`config.mk`:
```
export PLATFORM = sky130hd
export DESIGN_NAME = parity_frame_scheduler
export DESIGN_NICKNAME = d
export VERILOG_FILES = /design/src/rtl/parity_sched_pkg.sv /design/src/rtl/parity_reduce.sv /design/src/rtl/parity_frame_scheduler.sv
export SDC_FILE = /design/constraint.sdc
export NUM_CORES = 1
export LEC_CHECK = 0
export BUFFER_PORTS_ARGS = -buffer_cell sky130_fd_sc_hd__buf_2
export CORE_ASPECT_RATIO = 0.5
export CORE_MARGIN = 5
export CORE_UTILIZATION = 50
export CTS_CLUSTER_DIAMETER = 80
export DETAILED_ROUTE_END_ITERATION = 16
export PLACE_DENSITY = 0.91
export SLEW_MARGIN = 15
export SYNTH_ARGS = -nofsm -noshare
export SYNTH_HDL_FRONTEND = slang
export SYNTH_SLANG_ARGS = --single-unit
```
`constraint.sdc`:
```
create_clock -name clk -period 5.8 [get_ports clk]
set_clock_uncertainty 0.1 [all_clocks]
set_input_delay 0.29 -clock clk [delete_from_list [all_inputs] [get_ports clk]]
set_output_delay 0.29 -clock clk [all_outputs]
set_load 0.03 [all_outputs]
```
`src/rtl/parity_sched_pkg.sv`:
```
// Shared types and sizing helpers for the per-frame parity scheduler.
package parity_sched_pkg;

    localparam int NREQ_DEF   = 4;
    localparam int DATA_W_DEF = 16;

    typedef enum logic [1:0] {
        IDLE = 2'd0,
        BUSY = 2'd1,
        HOLD = 2'd2
    } state_t;

    // Requester-id width; kept at least 1 bit so ports never collapse to zero width.
    function automatic int id_width(input int n);
        return (n > 1) ? $clog2(n) : 1;
    endfunction

endpackage

```
`src/rtl/parity_reduce.sv`:
```
// Purpose: balanced XOR tree reducing one DATA_W word to its even-parity bit.
// Latency: purely combinational, zero cycles.
// Backpressure: none; output follows input.
module parity_reduce #(
    parameter int DATA_W = 16
) (
    input  logic [DATA_W-1:0] data,
    output logic              parity
);

    localparam int LEVELS = (DATA_W > 1) ? $clog2(DATA_W) : 0;
    localparam int PW     = 1 << LEVELS;

    // Level k holds PW>>k partial parities; odd widths are zero-padded at the leaves.
    for (genvar k = 0; k <= LEVELS; k++) begin : g_lvl
        logic [(PW>>k)-1:0] v;
        if (k == 0) begin : g_leaf
            if (PW > DATA_W) begin : g_pad
                assign v = {{(PW-DATA_W){1'b0}}, data};
            end else begin : g_nopad
                assign v = data;
            end
        end else begin : g_node
            for (genvar j = 0; j < (PW>>k); j++) begin : g_xor
                assign v[j] = g_lvl[k-1].v[2*j] ^ g_lvl[k-1].v[2*j+1];
            end
        end
    end

    assign parity = g_lvl[LEVELS].v[0];

endmodule

```
`src/rtl/parity_frame_scheduler.sv`:
```
// Purpose: round-robin per-frame arbitration of NREQ word streams onto one parity tree.
// Latency: one arbitration cycle per frame; result valid the cycle after the last-word accept.
// Backpressure: req_ready only to the granted requester; result held until res_ready.
module parity_frame_scheduler
    import parity_sched_pkg::*;
#(
    parameter int  NREQ       = NREQ_DEF,
    parameter int  DATA_W     = DATA_W_DEF,
    parameter int  CNT_W      = 8,
    parameter bit  ODD_PARITY = 1'b0,
    localparam int ID_W       = id_width(NREQ)
) (
    input  logic                     clk,
    input  logic                     rst_n,
    input  logic [NREQ-1:0]          req_valid,
    input  logic [NREQ*DATA_W-1:0]   req_data,
    input  logic [NREQ-1:0]          req_last,
    output logic [NREQ-1:0]          req_ready,
    output logic                     res_valid,
    input  logic                     res_ready,
    output logic                     res_parity,
    output logic [ID_W-1:0]          res_id,
    output logic [CNT_W-1:0]         res_words
);

    state_t              state, state_nxt;
    logic [ID_W-1:0]     rr_ptr;
    logic [ID_W-1:0]     grant;
    logic                acc;
    logic [CNT_W-1:0]    cnt;
    logic [CNT_W-1:0]    cnt_inc;

    logic [2*NREQ-1:0]   arb_rot;
    logic [ID_W-1:0]     arb_off;
    logic [ID_W:0]       arb_sum;
    logic [ID_W-1:0]     arb_idx;
    logic                arb_any;

    logic [DATA_W-1:0]   word;
    logic                word_par;
    logic                accept;

    // Rotate so rr_ptr sits at bit 0, take the lowest set bit, then un-rotate modulo NREQ.
    always_comb begin
        arb_rot = {req_valid, req_valid} >> rr_ptr;
        arb_any = |req_valid;
        arb_off = '0;
        for (int k = NREQ-1; k >= 0; k--) begin
            if (arb_rot[k]) arb_off = ID_W'(k);
        end
        arb_sum = {1'b0, rr_ptr} + {1'b0, arb_off};
        if (arb_sum >= (ID_W+1)'(NREQ)) arb_sum = arb_sum - (ID_W+1)'(NREQ);
        arb_idx = arb_sum[ID_W-1:0];
    end

    always_comb begin
        word = '0;
        for (int k = 0; k < NREQ; k++) begin
            if (grant == ID_W'(k)) word = req_data[k*DATA_W +: DATA_W];
        end
    end

    parity_reduce #(.DATA_W(DATA_W)) u_reduce (
        .data   (word),
        .parity (word_par)
    );

    assign accept  = (state == BUSY) && req_valid[grant];
    assign cnt_inc = (&cnt) ? cnt : cnt + CNT_W'(1);

    always_ff @(posedge clk or negedge rst_n) begin
        if (!rst_n) state <= IDLE;
        else        state <= state_nxt;
    end

    always_comb begin
        state_nxt = state;
        req_ready = '0;
        case (state)
            IDLE: if (arb_any) state_nxt = BUSY;
            BUSY: begin
                req_ready[grant] = 1'b1;
                if (accept && req_last[grant]) state_nxt = HOLD;
            end
            HOLD: if (res_ready) state_nxt = IDLE;
            default: state_nxt = IDLE;
        endcase
    end

    always_ff @(posedge clk or negedge rst_n) begin
        if (!rst_n) begin
            rr_ptr     <= '0;
            grant      <= '0;
            acc        <= 1'b0;
            cnt        <= '0;
            res_valid  <= 1'b0;
            res_parity <= 1'b0;
            res_id     <= '0;
            res_words  <= '0;
        end else begin
            case (state)
                IDLE: if (arb_any) begin
                    grant <= arb_idx;
                    acc   <= 1'b0;
                    cnt   <= '0;
                end
                BUSY: if (accept) begin
                    acc <= acc ^ word_par;
                    cnt <= cnt_inc;
                    if (req_last[grant]) begin
                        res_parity <= acc ^ word_par ^ ODD_PARITY;
                        res_id     <= grant;
                        res_words  <= cnt_inc;
                        res_valid  <= 1'b1;
                    end
                end
                HOLD: if (res_ready) begin
                    res_valid <= 1'b0;
                    rr_ptr    <= (res_id == ID_W'(NREQ-1)) ? '0 : res_id + ID_W'(1);
                end
                default: ;
            endcase
        end
    end

endmodule

```
# Yosys cells after proc, flatten, opt, wreduce, memory -nomap -nowiden
# Index checks and enable logic that the tools add are counted.
totals:
  word_cells: 91
  in_bits: 75
  output_inout_bits: 16
  register_bits: 27
classes:
  eq_ne: 11
  n_lt_le_gt_ge: 3
  n_reduce_logical: 15
  mux: 32
  shifts: 1
  bitwise: 16
  n_addsub: 4
op_table:
  columns: ["operator", "n"]
  rows:
  - ["$mux W16", 4]
  - ["$mux W8", 3]
  - ["$mux W2", 9]
  - ["$pmux W8 S2", 1]
  - ["$xor A1 B1 Y1", 16]
  - ["$reduce_and A3 Y1", 3]
  - ["$add A8 B1 Y8 const B", 1]
  - ["$eq A2 B2 Y1 const B", 4]
  - ["$mux W1", 8]
  - ["$reduce_and A8 Y1", 1]
  - ["$shr A8 B2 Y4", 1]
  - ["$ne A2 B2 Y1 const B", 3]
  - ["$pmux W2 S3", 1]
  - ["$bmux W1 S2", 2]
  - ["$eq A2 B1 Y1 const B", 2]
  - ["$logic_not A2 Y1", 2]
  - ["$mux W4", 1]
  - ["$ne A2 B1 Y1 const B", 2]
  - ["$pmux W1 S2", 2]
  - ["$reduce_and A2 Y1", 2]
  - ["$reduce_and A4 Y1", 1]
  - ["$reduce_bool A2 Y1", 2]
  - ["$reduce_or A4 Y1", 1]
  - ["$add A2 B2 Y3", 1]
  - ["other kinds (7)", 9]

# Depth between registers and ports, before layout
logic_depth:
  ltp_word: 12
  mapped_depth: 8
  mapped_depth_nobuf: 8

# Hierarchy
# Synthesis repeated with hierarchy kept, for this count alone.
unflattened:
  hier_cells: 189
  area_unflattened_um2: 2042.0
modules_own_cells:
  columns: ["module", "area_each_um2", "seq_area_each_um2", "n_inst", "cells_per_inst"]
  rows:
  - ["parity_frame_scheduler", 1910.6, 675.6, 1, 174]
  - ["parity_reduce", 131.4, 0.0, 1, 15]

# Worst setup path after synthesis
# Ideal clock, no wire load.
synth_path:
  kind: "flip-flop to flip-flop"
  start: "reg grant[0]"
  end: "reg acc"
  period_less_slack_ps: 2351
  stages_incl_launch_ff: 7
  t_required_ps: 5622
  setup_time_ps: 78
  t_arrival_ps: 2174
  path_buffers: 1
  path_slack_ps: 3449
  cell_sequence: "dfrtp_1 -> buf_6 -> mux4_1 -> xnor3_1 -> xnor3_1 -> xnor3_1 -> o21ai_1"
synth_between:
  elab_chain_len: 12
  elab_cells_between_ends: 31
  classes_between: "4 x eq/ne; 8 x mux; 16 x bitwise; 3 x reduce/logical"
synth_rtl:
  columns: ["element", "line", "rtl"]
  rows:
  - ["start: declaration", "parity_frame_scheduler.sv:28", "logic [ID_W-1:0] grant;"]
  - ["start signal: assignment", "parity_frame_scheduler.sv:103", "grant <= arb_idx;"]
  - ["$logic_not A2 Y1", "parity_frame_scheduler.sv:59", "if (grant == ID_W'(k)) word = req_data[k*DATA_W +: DATA_W];"]
  - ["$mux W16 (4 in series)", "parity_frame_scheduler.sv:59", null]
  - ["$xor A1 B1 Y1 (4 in series)", "parity_reduce.sv:25", "assign v[j] = g_lvl[k-1].v[2*j] ^ g_lvl[k-1].v[2*j+1];"]
  - ["$xor A1 B1 Y1", "parity_frame_scheduler.sv:108", "acc <= acc ^ word_par;"]
  - ["$mux W1", "parity_frame_scheduler.sv:107", "BUSY: if (accept) begin"]
  - ["$pmux W1 S2", "parity_frame_scheduler.sv:101", "case (state)"]
  - ["end signal: assignment", "parity_frame_scheduler.sv:108", null]
  - ["end: declaration", "parity_frame_scheduler.sv:29", "logic acc;"]
# Parallel ways exist; a longest one is shown, timed or not. The select of a mux whose other input is x is not followed.
# A chain may end at the register's enable or synchronous reset.

# Final worst setup path
layout_path:
  start: "reg grant[0]"
  end: "reg res_parity"
layout_between:
  elab_chain_len: 10
  elab_cells_between_ends: 30
  classes_between: "3 x eq/ne; 8 x mux; 16 x bitwise; 3 x reduce/logical"
layout_rtl:
  columns: ["element", "line", "rtl"]
  rows:
  - ["$logic_not A2 Y1", "parity_frame_scheduler.sv:59", null]
  - ["$mux W16 (4 in series)", "parity_frame_scheduler.sv:59", null]
  - ["$xor A1 B1 Y1 (4 in series)", "parity_reduce.sv:25", null]
  - ["$xor A1 B1 Y1", "parity_frame_scheduler.sv:111", "res_parity <= acc ^ word_par ^ ODD_PARITY;"]
  - ["end signal: assignment", "parity_frame_scheduler.sv:111", null]
  - ["end: declaration", "parity_frame_scheduler.sv:21", "output logic res_parity,"]
# Parallel ways exist; a longest one is shown, timed or not. The select of a mux whose other input is x is not followed.

==> results.toml <==
[outcome]
status = "finished clean"

[clocking]
cts_sinks = 27
cts_tree = "yes"
clkTransAtPathRegs_ps = 80
clk_path_buf_depth = 2
numCtsBuffers = 3
clock_latency_ps = 270
root_buffer = "clkbuf_8"
htree_levels = 1

[layout]
insertedDiodeCount = 0
area_growth_pct = 24.8
utilization = 0.648
final_common_cell = "buf_2"
final_cell_mix = "buf_2, dfrtp_1, nand2_1, o21ai_1, mux4_1"
drive_gt1_frac = 0.378
fin_area_sq_um = 2540
num-fill-cells = 300
nNetsFinal = 349

[worst_setup_path]
crit_fanout = 23
worstReg2RegEnd = "res_parity$_DFFE_PN0P_"
crit_type = "reg2reg"
cp.required_ps = 5890
r2r_setup_slack_ps = 2620
cp-end-kind = "register"
rr_worst_depth = 5
reg2reg_from = "grant[0]$_DFFE_PN0P_"
cp_data_arrival_time_ps = 3270
cp-start-kind = "register"

[logic_synthesis]
synth_xor_area_frac = 0.112
post_synth.cell_area_avg_sq_um = 11.1
syn_inst = 183
ys_seq_area_frac = 0.332
ys_ff_latch = 27
synth.area.mux_share = 0.243
yosys_warnings = 0
synth_compound_area_frac = 0.115
synth_area_sq_um = 2040
synthSimpleGateAreaFrac = 0.135
synth_nets = 261
synthAdderAreaFrac = 0.0234
ys_types = 42
synth_top_family_by_area = "multiplexers"

[placed_design]
routabilityCongestion = 0.830
io_buffers = 90
place_ws_ps = 2600
hpwl_mm = 4.31
dpl-instance-area_sq_um = 2490

[sta]
rsz0062_at_grt = "no"
fin_crit_sh = 0.549
final.setup.tns_ps = 0
fmax_mhz = 314
fin_crit_ps = 3180
setup_viol = 0
worst_pin_slew_ps = 1080
drv_slew = 0
setup_ws_ps = 2620
slew_headroom = 0.273
hold_violations = 0

[drt]
wirelength_mm = 5.37
dr_wl_met2_mm = 3.02
topRoutingLayerUsed = "met4"
met1Wirelength_mm = 2.02
drt_drc_violations_left = 0
drtPass1Iterations = 4
drt_iter0_drc = 106
wl_met3_um = 241
via_per_inst = 5.74
wl_per_cell_um = 16.6
detail-route-antenna-nets = 0
vias = 1861

[pwr]
power_density_nw_per_um2 = 514
leakage_nw = 1.24
ir_drop_mv = 0.335
total_power_mw = 1.31

[min_path]
min_to = "state[1]$_DFFE_PN0P_"
hp-class = "in2reg"
hold_path_startpoint = "res_ready"
whs_path_depth = 2

[die]
dieArea_sq_um = 5520
die_y_um = 55.1
num_rows = 16
ioPinCount = 91
start_util = 0.519
coreArea_sq_um = 3920
dieWidth_um = 100

[global_route]
grt_max_degree = 28
grt_pass1_wl_mm = 7.94
grt_pass1_vias = 1723
gr-total-overflow = 0
grtUsageTotal = 0.183
antenna_found_initial = 0

[run]
drv_cap = 0
==> state kept, by name, summed over array words and instances, names as in the netlist <==
| signal | cells |
|---|---|
| grant | 2 |
| rr_ptr | 2 |
| res_id | 2 |
| res_words | 8 |
| res_parity | 1 |
| cnt | 8 |
| res_valid | 1 |
| state | 2 |
| acc | 1 |
==> cell usage after synthesis (all sizes together) <==
| cell | n | area [sq um] |
|---|---|---|
| a21boi | 1 | 7.51 |
| and4 | 1 | 8.76 |
| inv | 3 | 11.3 |
| a311oi | 1 | 8.76 |
| nand2b | 3 | 18.8 |
| mux4 | 17 | 420 |
| mux2 | 4 | 45.0 |
| and3 | 1 | 6.26 |
| clkbuf | 3 | 11.3 |
| nor2b | 1 | 6.26 |
| maj3 | 1 | 10.0 |
| or3 | 1 | 6.26 |
| ha | 3 | 37.5 |
| o31ai | 3 | 22.5 |
| nor4 | 1 | 6.26 |
| nor3b | 1 | 7.51 |
| nor2 | 9 | 33.8 |
| a2bb2oi | 1 | 8.76 |
| nand2 | 22 | 82.6 |
| nand3b | 4 | 30.0 |
| nand3 | 5 | 25.0 |
| nor3 | 5 | 25.0 |
| dfrtp | 27 | 676 |
| xnor2 | 9 | 86.3 |
| a32o | 1 | 10.0 |
| a31oi | 3 | 18.8 |
| and2 | 2 | 12.5 |
| xor2 | 6 | 52.6 |
| a21oi | 6 | 30.0 |
| nand4 | 1 | 6.26 |
| buf | 5 | 56.3 |
| o21ai | 24 | 120 |
| a21o | 1 | 7.51 |
| xnor3 | 4 | 90.1 |
| mux2i | 3 | 30.0 |
==> how the worst max path moves through the flow <==
stage | from | end
after floorplan | grant[0]$_DFFE_PN0P_ | acc$_DFFE_PN0P_
after CTS | grant[0]$_DFFE_PN0P_ | acc$_DFFE_PN0P_
after global routing | grant[0]$_DFFE_PN0P_ | res_id[1]$_DFFE_PN0P_
after detailed placement | grant[0]$_DFFE_PN0P_ | acc$_DFFE_PN0P_
final | grant[0]$_DFFE_PN0P_ | res_parity$_DFFE_PN0P_
after global placement | grant[0]$_DFFE_PN0P_ | res_parity$_DFFE_PN0P_
==> where the power goes <==
part	internal (mW)	switching (mW)	total, mW
combinational	0.467	0.380	0.848
clock	0.0492	0.0559	0.105
sequential	0.246	0.107	0.353
total	0.762	0.543	1.31
==> final cells by class <==
cell class | count | area, sq um | share of cell area
tap | 54 | 67.6 | 0.0266
clock buffer | 4 | 45.0 | 0.0177
sequential | 27 | 676 | 0.266
multi-input combinational | 145 | 1280 | 0.504
timing repair buffer | 91 | 460 | 0.181
inverter | 3 | 11.3 | 0.00443
==> per-layer routing <==
layer / vias to the layer above / global-route usage
li1: 873 / -
met1: 915 / 0.209
met2: 63 / 0.372
met3: 10 / 0.0275
met4: 0 / 0.0492
met5: - / 0
==> critical path, cell delays in order (launching register included) <==
cell	delay [ps]
dfrtp_1	1020
mux4_1	710
xnor3_1	370
xnor3_1	380
xnor3_1	380
o21ai_1	140
==> timing repair <==
item                                   CTS  global route
hold buffers                             1             0
endpoints found under the hold margin   27             0
setup buffers                            0             0
resized for setup                        0             0
==> stage by stage <==
stage / std cells / hold slack (ps)
2_1_floorplan: 183 / -106
3_3_place_gp: 319 / 211
3_5_place_dp: 319 / 221
4_1_cts: 324 / 109
5_1_grt: 324 / 109
6_report: 324 / 106
==> cell families after synthesis <==
family,count (synthesis)
xor+xnor,19
mux,24
fa+ha+maj,4
simple gates,57
compound gates,41
buf+inv,11
flops,27
(Power assumes the default switching activity.)
